[src/rtl/obstacle_scroller_pkg.sv]
// Shared screen geometry, LFSR seed and scroller state encoding for the obstacle path.
package Constants;

  localparam int SCREEN_WIDTH   = 640;
  localparam int SCREEN_HEIGHT  = 480;
  localparam int OBSTACLE_WIDTH = 60;
  localparam int MAX_SPEED      = 6;

  localparam logic [8:0] LFSR_SEED = 9'h1A5;

  typedef enum logic [1:0] {
    IDLE,
    RESPAWN,
    SCROLL
  } obstacle_state_t;

endpackage

[src/rtl/obstacle_scroller_lfsr9.sv]
// 9-bit Fibonacci LFSR, x^9+x^5+1, free-running from a fixed nonzero seed.
module lfsr9
  import Constants::*;
(
  input  logic       clk,
  input  logic       reset_n,
  output logic [8:0] out
);

  // NOTE: sequential state uses non-blocking assignments so every register samples pre-edge values.
  always_ff @(posedge clk or negedge reset_n) begin
    if (!reset_n) begin
      out <= LFSR_SEED;
    end else begin
      out <= {out[7:0], out[8] ^ out[4]};
    end
  end

endmodule

[src/rtl/obstacle_scroller.sv]
// Scrolling pipe obstacle: respawns with a pseudo-random gap, scrolls left, flags bird pass.
// Optional build macro OBSTACLE_SPEEDUP_EN raises the scroll speed every 8 passes.
module obstacle_scroller
  import Constants::*;
#(
  parameter int GAP_SIZE = 120,
  parameter int MIN_PIPE = 40,
  parameter int SPEED    = 2,
  parameter int BIRD_X   = 100
) (
  input  logic       clk,
  input  logic       reset_n,
  input  logic       frame_tick,
  input  logic       enable,
  input  logic       restart,
  output logic [9:0] x,
  output logic [8:0] yBot,
  output logic [8:0] yTop,
  output logic       active,
  output logic       passed
);

  localparam int RANGE = SCREEN_HEIGHT - GAP_SIZE - 2 * MIN_PIPE;
  localparam int OPEN  = SCREEN_HEIGHT - GAP_SIZE;

  localparam logic [9:0] X_PARK = 10'(SCREEN_WIDTH);
  localparam logic [8:0] Y_PARK = 9'(OPEN / 2);

  if (RANGE < 256 || RANGE > 511) begin : g_range_check
    $error("obstacle_scroller: gap RANGE must lie in [256,511]");
  end

  obstacle_state_t state;
  logic [8:0]      lfsr;
  logic [2:0]      spd;
  logic [8:0]      r;
  logic [8:0]      top_next;
  logic [8:0]      bot_next;
  logic [9:0]      x_dec;
  logic            can_step;
  logic            will_pass;
  logic            pass_event;

  lfsr9 u_lfsr (
    .clk     (clk),
    .reset_n (reset_n),
    .out     (lfsr)
  );

  // A single conditional subtract folds the 9-bit LFSR range onto [0, RANGE).
  always_comb begin
    // NOTE: give r its default first so no latch is inferred on the untaken branch.
    r = lfsr;
    if (r >= 9'(RANGE)) r = r - 9'(RANGE);
    top_next = 9'(MIN_PIPE) + r;
    bot_next = 9'(OPEN) - top_next;
  end

  assign x_dec      = x - {7'b0, spd};
  assign can_step   = (x >= {7'b0, spd});
  assign will_pass  = (({1'b0, x} + 11'(OBSTACLE_WIDTH)) >= 11'(BIRD_X)) &&
                      (({1'b0, x_dec} + 11'(OBSTACLE_WIDTH)) < 11'(BIRD_X));
  assign pass_event = !restart && (state == SCROLL) && enable && frame_tick &&
                      can_step && will_pass;

  always_ff @(posedge clk or negedge reset_n) begin
    if (!reset_n) begin
      state  <= IDLE;
      x      <= X_PARK;
      yTop   <= Y_PARK;
      yBot   <= Y_PARK;
      active <= 1'b0;
      passed <= 1'b0;
    end else begin
      passed <= pass_event;
      if (restart) begin
        state  <= IDLE;
        x      <= X_PARK;
        yTop   <= Y_PARK;
        yBot   <= Y_PARK;
        active <= 1'b0;
      end else begin
        case (state)
          IDLE: begin
            if (enable) begin
              state  <= RESPAWN;
              active <= 1'b1;
            end
          end
          RESPAWN: begin
            x     <= X_PARK;
            yTop  <= top_next;
            yBot  <= bot_next;
            state <= SCROLL;
          end
          SCROLL: begin
            if (enable && frame_tick) begin
              if (can_step) x <= x_dec;
              else          state <= RESPAWN;
            end
          end
          default: begin
            state  <= IDLE;
            active <= 1'b0;
          end
        endcase
      end
    end
  end

`ifdef OBSTACLE_SPEEDUP_EN
  logic [2:0] pass_cnt;

  // The counter wraps every 8 passes; each wrap bumps the speed up to the cap.
  always_ff @(posedge clk or negedge reset_n) begin
    if (!reset_n) begin
      pass_cnt <= 3'd0;
      spd      <= 3'(SPEED);
    end else if (restart) begin
      pass_cnt <= 3'd0;
      spd      <= 3'(SPEED);
    end else if (pass_event) begin
      pass_cnt <= pass_cnt + 3'd1;
      if (pass_cnt == 3'd7 && spd < 3'(MAX_SPEED)) spd <= spd + 3'd1;
    end
  end
`else
  assign spd = 3'(SPEED);
`endif

endmodule

[config.mk]
export PLATFORM = sky130hd
export DESIGN_NAME = obstacle_scroller
export DESIGN_NICKNAME = d
export VERILOG_FILES = /design/src/rtl/obstacle_scroller_pkg.sv /design/src/rtl/obstacle_scroller_lfsr9.sv /design/src/rtl/obstacle_scroller.sv
export SDC_FILE = /design/constraint.sdc
export NUM_CORES = 1
export LEC_CHECK = 0
export CORE_UTILIZATION = 50
export DETAILED_ROUTE_END_ITERATION = 7
export PLACE_DENSITY = 0.74
export SYNTH_ARGS = -nofsm -noshare
export SYNTH_HDL_FRONTEND = slang
export SYNTH_SLANG_ARGS = --single-unit
export TNS_END_PERCENT = 100
[constraint.sdc]
create_clock -name clk -period 4.6 [get_ports clk]
set_input_delay 0.92 -clock clk [delete_from_list [all_inputs] [get_ports clk]]
set_output_delay 0.92 -clock clk [all_outputs]
set_load 0.01 [all_outputs]
# After elaboration in Yosys (flattened, before gate mapping)
# Index checks and enable logic that the tools add are counted.
dict set report word_totals {
  output_inout_bits 30
  inputBits 5
  regBits 41
}
dict set report op_classes {
  order_cmp 4
  reduce_logical 15
  n_bitwise 1
  add_sub_neg 6
  muxes 17
  n_eq_ne 7
}
# operator count
set op_table {}
lappend op_table {{$mux W9} 5}
lappend op_table {{$mux W10} 3}
lappend op_table {{$add A10 B6 Y11 const B} 2}
lappend op_table {{$pmux W10 S2} 1}
lappend op_table {{$ge A11 B7 Y1 const B} 1}
lappend op_table {{$lt A11 B7 Y1 const B} 1}
lappend op_table {{$ge A10 B2 Y1 const B} 1}
lappend op_table {{$sub A10 B2 Y10 const B} 1}
lappend op_table {{$add A6 B9 Y9 const A} 1}
lappend op_table {{$ge A9 B9 Y1 const B} 1}
lappend op_table {{$ne A3 B3 Y1 const B} 3}
lappend op_table {{$sub A9 B9 Y9 const A} 1}
lappend op_table {{$sub A9 B9 Y9 const B} 1}
lappend op_table {{$mux W2} 4}
lappend op_table {{$logic_and A1 B1 Y1} 7}
lappend op_table {{$pmux W2 S3} 1}
lappend op_table {{$reduce_and A3 Y1} 2}
lappend op_table {{$ne A3 B2 Y1 const B} 1}
lappend op_table {{$reduce_bool A3 Y1} 1}
lappend op_table {{$eq A2 B1 Y1 const B} 1}
lappend op_table {{$eq A2 B2 Y1 const B} 1}
lappend op_table {{$logic_not A2 Y1} 1}
lappend op_table {{$mux W1} 2}
lappend op_table {{$ne A2 B1 Y1 const B} 1}
lappend op_table {{6 further kinds} 6}

# Logic depth before layout (Yosys ltp)
dict set report depth {
  depth_word 6
  mapped_depth 13
  depth_no_buf 13
}

# Hierarchy
# A second synthesis with hierarchy kept.
dict set report hier_totals {
  cells_unflattened 267
  area_unflattened_um2 2521.2
}
# module area_each_um2 instances cells_per_inst seq_area_each_um2
set modules_own_cells {}
lappend modules_own_cells {obstacle_scroller 2280.9 1 257 763.2}
lappend modules_own_cells {lfsr9 240.2 1 10 231.5}

# Worst setup path before layout
# OpenSTA, ideal clock, no wires.
dict set report synth_path {
  path_type {reg2reg}
  startpoint {reg u_lfsr.out[3]}
  endpoint {reg yBot[8]}
  path_stages_with_launch 13
  t_arrival_ns 2.937
  setup_time_ns 0.126
  slack_ns 1.537
  period_less_slack_ns 3.063
  cell_sequence {dfrtp_1 ha_1 nor4_2 nand2_1 nand2_1 xor2_1 inv_1 ha_1 a21oi_1 a32oi_1 or4b_1 o2111a_1 a221o_1}
}
dict set report synth_between {
  elab_chain_len 6
  word_cells_on_any_way 7
  classes_between {add/sub (3); order compare (1); mux (3)}
}
# element line_no
set synth_lines {}
lappend synth_lines {{from (decl)} obstacle_scroller_lfsr9.sv:7} ;# output logic [8:0] out
lappend synth_lines {{from (signal assigned)} obstacle_scroller_lfsr9.sv:15} ;# out <= {out[7:0], out[8] ^ out[4]};
lappend synth_lines {{$sub A9 B9 Y9 / $ge A9 B9 Y1 (equally long branches)} obstacle_scroller.sv:54} ;# if (r >= 9'(RANGE)) r = r - 9'(RANGE);
lappend synth_lines {{$mux W9 *} obstacle_scroller.sv:54}
lappend synth_lines {{$add A6 B9 Y9 *} obstacle_scroller.sv:55} ;# top_next = 9'(MIN_PIPE) + r;
lappend synth_lines {{$sub A9 B9 Y9 *} obstacle_scroller.sv:56} ;# bot_next = 9'(OPEN) - top_next;
lappend synth_lines {{$mux W9 *} obstacle_scroller.sv:83} ;# case (state)
lappend synth_lines {{$mux W9 *} obstacle_scroller.sv:76} ;# if (restart) begin
lappend synth_lines {{to (signal assigned)} obstacle_scroller.sv:93} ;# yBot <= bot_next;
lappend synth_lines {{to (decl)} obstacle_scroller.sv:17} ;# output logic [8:0] yBot,
# Mark *: on every way between the ends. The rest lies on a longest branch, timed or not. The select of a mux whose other input is x is not followed.
# A chain may end at the register's enable or synchronous reset.

# Final worst setup path
# Ends and elaborated chain as after synthesis.

==> metrics.yaml <==
critical_path:
  arrival_ns: 3.56
  r2r-end: "yBot[8]$_DFFE_PN0P_"
  r2r.worst_path.cells: 12
  cpMaxStageDelayCell: "or4b_1"
  critPathMaxStageDelay_ns: 0.58
  required_ns: 4.77
  cp-start-kind: "flip-flop"
  cp_cell_sequence: "ha_1 -> nor4_2 -> nand2_1 -> nand2_1 -> xor2_1 -> inv_1 -> ha_1 -> a21oi_1 -> a32oi_1 -> or4b_1 -> o2111a_1 -> a221o_1"
  path_max_fanout: 7
  crit_path_end_kind: "flip-flop"
  reg2reg_slack_ns: 1.22
  worstReg2RegStart: "u_lfsr.out[3]$_DFF_PN0_"
  critPathKind: "reg2reg"
floorplan:
  start_util: 0.524
  die_w_um: 72.8
  core_um2: 4790
  io_pins: 35
  fp.dieH_um: 72.8
  dieArea_um2: 5300
  rows: 25
grt:
  grt_usage: 0.234
  antenna_found_initial: 0
  grt_pass1_wl_um: 9450
  grt_pass1_vias: 1959
  grt_max_degree: 40
  grt_overflow: 0
finish:
  drive_above_1_share: 0.110
  diodes: 0
  num-fill-cells: 418
  syn2layout_area_growth_pct: 17.8
  multi_input_area_um2: 1380
  seqCellArea_um2: 995
  layout.nets: 319
clock_tree:
  cts_resized: 0
  clkLatencyLatePin_ns: 0.29
  cts_tree: "done"
  cts_setup_buffers: 0
  cts_max_path_buffers: 2
  ctsHoldBuffers: 0
  clock_sinks: 39
  cts-root-buf: "clkbuf_8"
  clk_pin_slew_ns: 0.08
  htree_levels: 2
  cts_buffers: 5
min_path:
  hold_start: "u_lfsr.out[7]$_DFF_PN1_"
  hp-class: "reg2reg"
  hold_path_depth: 0
  hold_end: "u_lfsr.out[8]$_DFF_PN1_"
yosys:
  synthesis.area_um2: 2510
  async_reset_ff_frac: 1.00
  synth_fp_nets: 289
  syn_inst: 269
  ys_seq_elements: 39
  ys_warn_count: 0
  synth_edf_count: 0
  syn_area_per_cell_um2: 9.32
  synth-main-ff-cell: "dfrtp_1"
  synth.distinct_cells: 55
  synth.yosys.seq_area_share: 0.397
sta:
  tns_ns: 0
  rsz0062_at_grt: "false"
  relSlewSlack: 0.429
  hold_violations: 0
  fin_ws_ns: 1.22
  final.period_utilization: 0.736
  finalSetupViolCount: 0
  finClkSkew_ns: 0.0123
  tightestPinTransition_ns: 0.856
  drv_slew: 0
  fmax_mhz: 296
  holdWs_ns: 0.423
  min_period_ns: 3.38
route:
  via_count: 2048
  wire_per_inst_um: 14.8
  ant_nets: 0
  dr.pass1.iters: 4
  drc_errors: 0
  totalWireLength_um: 5430
  via_per_inst: 5.58
  drt_iter0_markers: 152
placed_design:
  dp_slack_ns: 1.26
  portBuffers: 33
  dp_hpwl_um: 3940
  gp_congestion: 0.854
run_status:
  outcome: "complete, no violations"
power_and_ir_drop:
  p_per_area_nw_per_um2: 320
  leakagePower_nw: 1.22
  vdd_ir_drop_max_mv: 0.191
run:
  cap_viol_max_count: 0
-- worst max-delay path: cells and delay by family, from the launching register on --
kind / cells / cell delay [ns]
adder cells (fa/ha/maj): 2 / 0.57
flip-flops: 1 / 0.46
AND/OR/NAND/NOR: 4 / 1.07
AO/OA/AOI/OAI: 4 / 0.73
XOR/XNOR: 1 / 0.33
buffers and inverters: 1 / 0.12
-- cells in the mapped netlist, types with 3 or more instances --
cell type | count | area, um^2
a31oi_1 | 3 | 18.8
o31ai_1 | 4 | 30.0
and2_1 | 3 | 18.8
nor3_1 | 6 | 30.0
dfstp_2 | 15 | 394
o21a_1 | 3 | 22.5
xnor2_1 | 10 | 87.6
nand2_1 | 22 | 82.6
a21o_1 | 3 | 22.5
and3_1 | 3 | 18.8
o21ai_0 | 14 | 70.1
a21oi_1 | 9 | 45.0
o211ai_1 | 6 | 45.0
xor2_1 | 7 | 61.3
a211oi_1 | 8 | 60.1
nor4_1 | 3 | 18.8
nand3_1 | 3 | 15.0
ha_1 | 15 | 188
dfrtp_1 | 24 | 601
buf_1 | 3 | 11.3
clkbuf_1 | 6 | 22.5
nand2b_1 | 6 | 37.5
nor2_1 | 28 | 105
buf_4 | 3 | 22.5
mux2_2 | 3 | 33.8
inv_1 | 17 | 63.8
mux2i_1 | 5 | 50.1
a211o_1 | 6 | 52.6
-- cells by family (layout without fill, tap and decap cells) --
| kind of cell | count (synthesis) | in the layout | synth area share |
|---|---|---|---|
| DFF | 39 | 39 | 0.397 |
| other | 1 | 1 | 0.00150 |
| adders and majority gates | 15 | 15 | 0.0749 |
| buffers and inverters | 30 | 61 | 0.0524 |
| xor gates and xnor gates | 17 | 17 | 0.0594 |
| AOI/OAI and AO/OA | 70 | 70 | 0.201 |
| and+or+nand+nor | 89 | 89 | 0.181 |
| muxes | 8 | 8 | 0.0334 |
-- area by class of cell --
| class | instances | area share |
|---|---|---|
| Clock buffer | 7 | 0.0258 |
| Inverter | 17 | 0.0216 |
| Sequential cell | 39 | 0.337 |
| Multi-Input combinational cell | 200 | 0.468 |
| Tap cell | 67 | 0.0284 |
| Clock inverter | 1 | 0.00169 |
| Timing Repair Buffer | 36 | 0.118 |
-- layout by cell type (no fill, tap or decap), types with 2 or more instances in the layout --
cell,Yosys,routed
a211o_1,6,6
a211oi_1,8,8
xnor2_1,10,10
o211ai_1,6,6
buf_4,3,3
and2_1,3,3
nand3_1,3,3
o32a_1,2,2
a31oi_1,3,3
clkdlybuf4s50_1,0,32
xor2_1,7,7
o31ai_1,4,4
o2111a_1,2,2
nor2_1,28,28
mux2_2,3,3
nand2_1,22,22
nor4_1,3,3
o21ai_0,14,14
dfstp_2,15,15
o21a_1,3,3
a21o_1,3,3
a21oi_1,9,9
or4_1,2,2
clkbuf_8,0,5
dfrtp_1,24,24
inv_1,17,17
and3_1,3,3
nor3b_1,2,2
ha_1,15,15
clkbuf_1,6,2
nor3_1,6,6
mux2i_1,5,5
nand2b_1,6,6
-- per-layer routing --
layer / global-route usage / vias to the layer above / part of all wire
li1: - / 1018 / -
met1: 0.342 / 985 / 0.52
met2: 0.345 / 39 / 0.44
met3: 0.0483 / 6 / 0.028
met4: 0.0806 / 0 / 0.012
met5: 0 / - / 0
-- power breakdown --
part / internal (mW) / switching (mW)
registers: 0.391 / 0.0294
logic: 0.141 / 0.156
clock network: 0.107 / 0.120
total: 0.638 / 0.306
-- metrics by stage --
step                cells   util  power [mW]  instance area, um^2
floorplan             269      -       0.609                 2510
global placement      359  0.600       0.718                 2870
detailed placement    359  0.600       0.725                 2870
CTS                   367  0.617       0.954                 2950
global route          367  0.617        1.00                 2950
finish                367  0.617       0.944                 2950
-- registers in the layout, summed over array words and instances, names as in the netlist --
name	count
u_lfsr.out	9
yBot	9
passed	1
yTop	8
active	1
state	2
x	9
-- how the worst max path moves through the flow --
stage,startpoint,depth (start not counted),to,slack (ns)
CTS,u_lfsr.out[3]$_DFF_PN0_,12,yBot[8]$_DFFE_PN0P_,1.23
floorplan,u_lfsr.out[3]$_DFF_PN0_,12,yBot[8]$_DFFE_PN0P_,1.54
global route,u_lfsr.out[3]$_DFF_PN0_,12,yBot[8]$_DFFE_PN0P_,0.88
global placement,u_lfsr.out[3]$_DFF_PN0_,12,yBot[8]$_DFFE_PN0P_,1.37
detailed placement,u_lfsr.out[3]$_DFF_PN0_,12,yBot[8]$_DFFE_PN0P_,1.26
finish,u_lfsr.out[3]$_DFF_PN0_,12,yBot[8]$_DFFE_PN0P_,1.22
No activity file was read; power rests on OpenSTA's default activity.
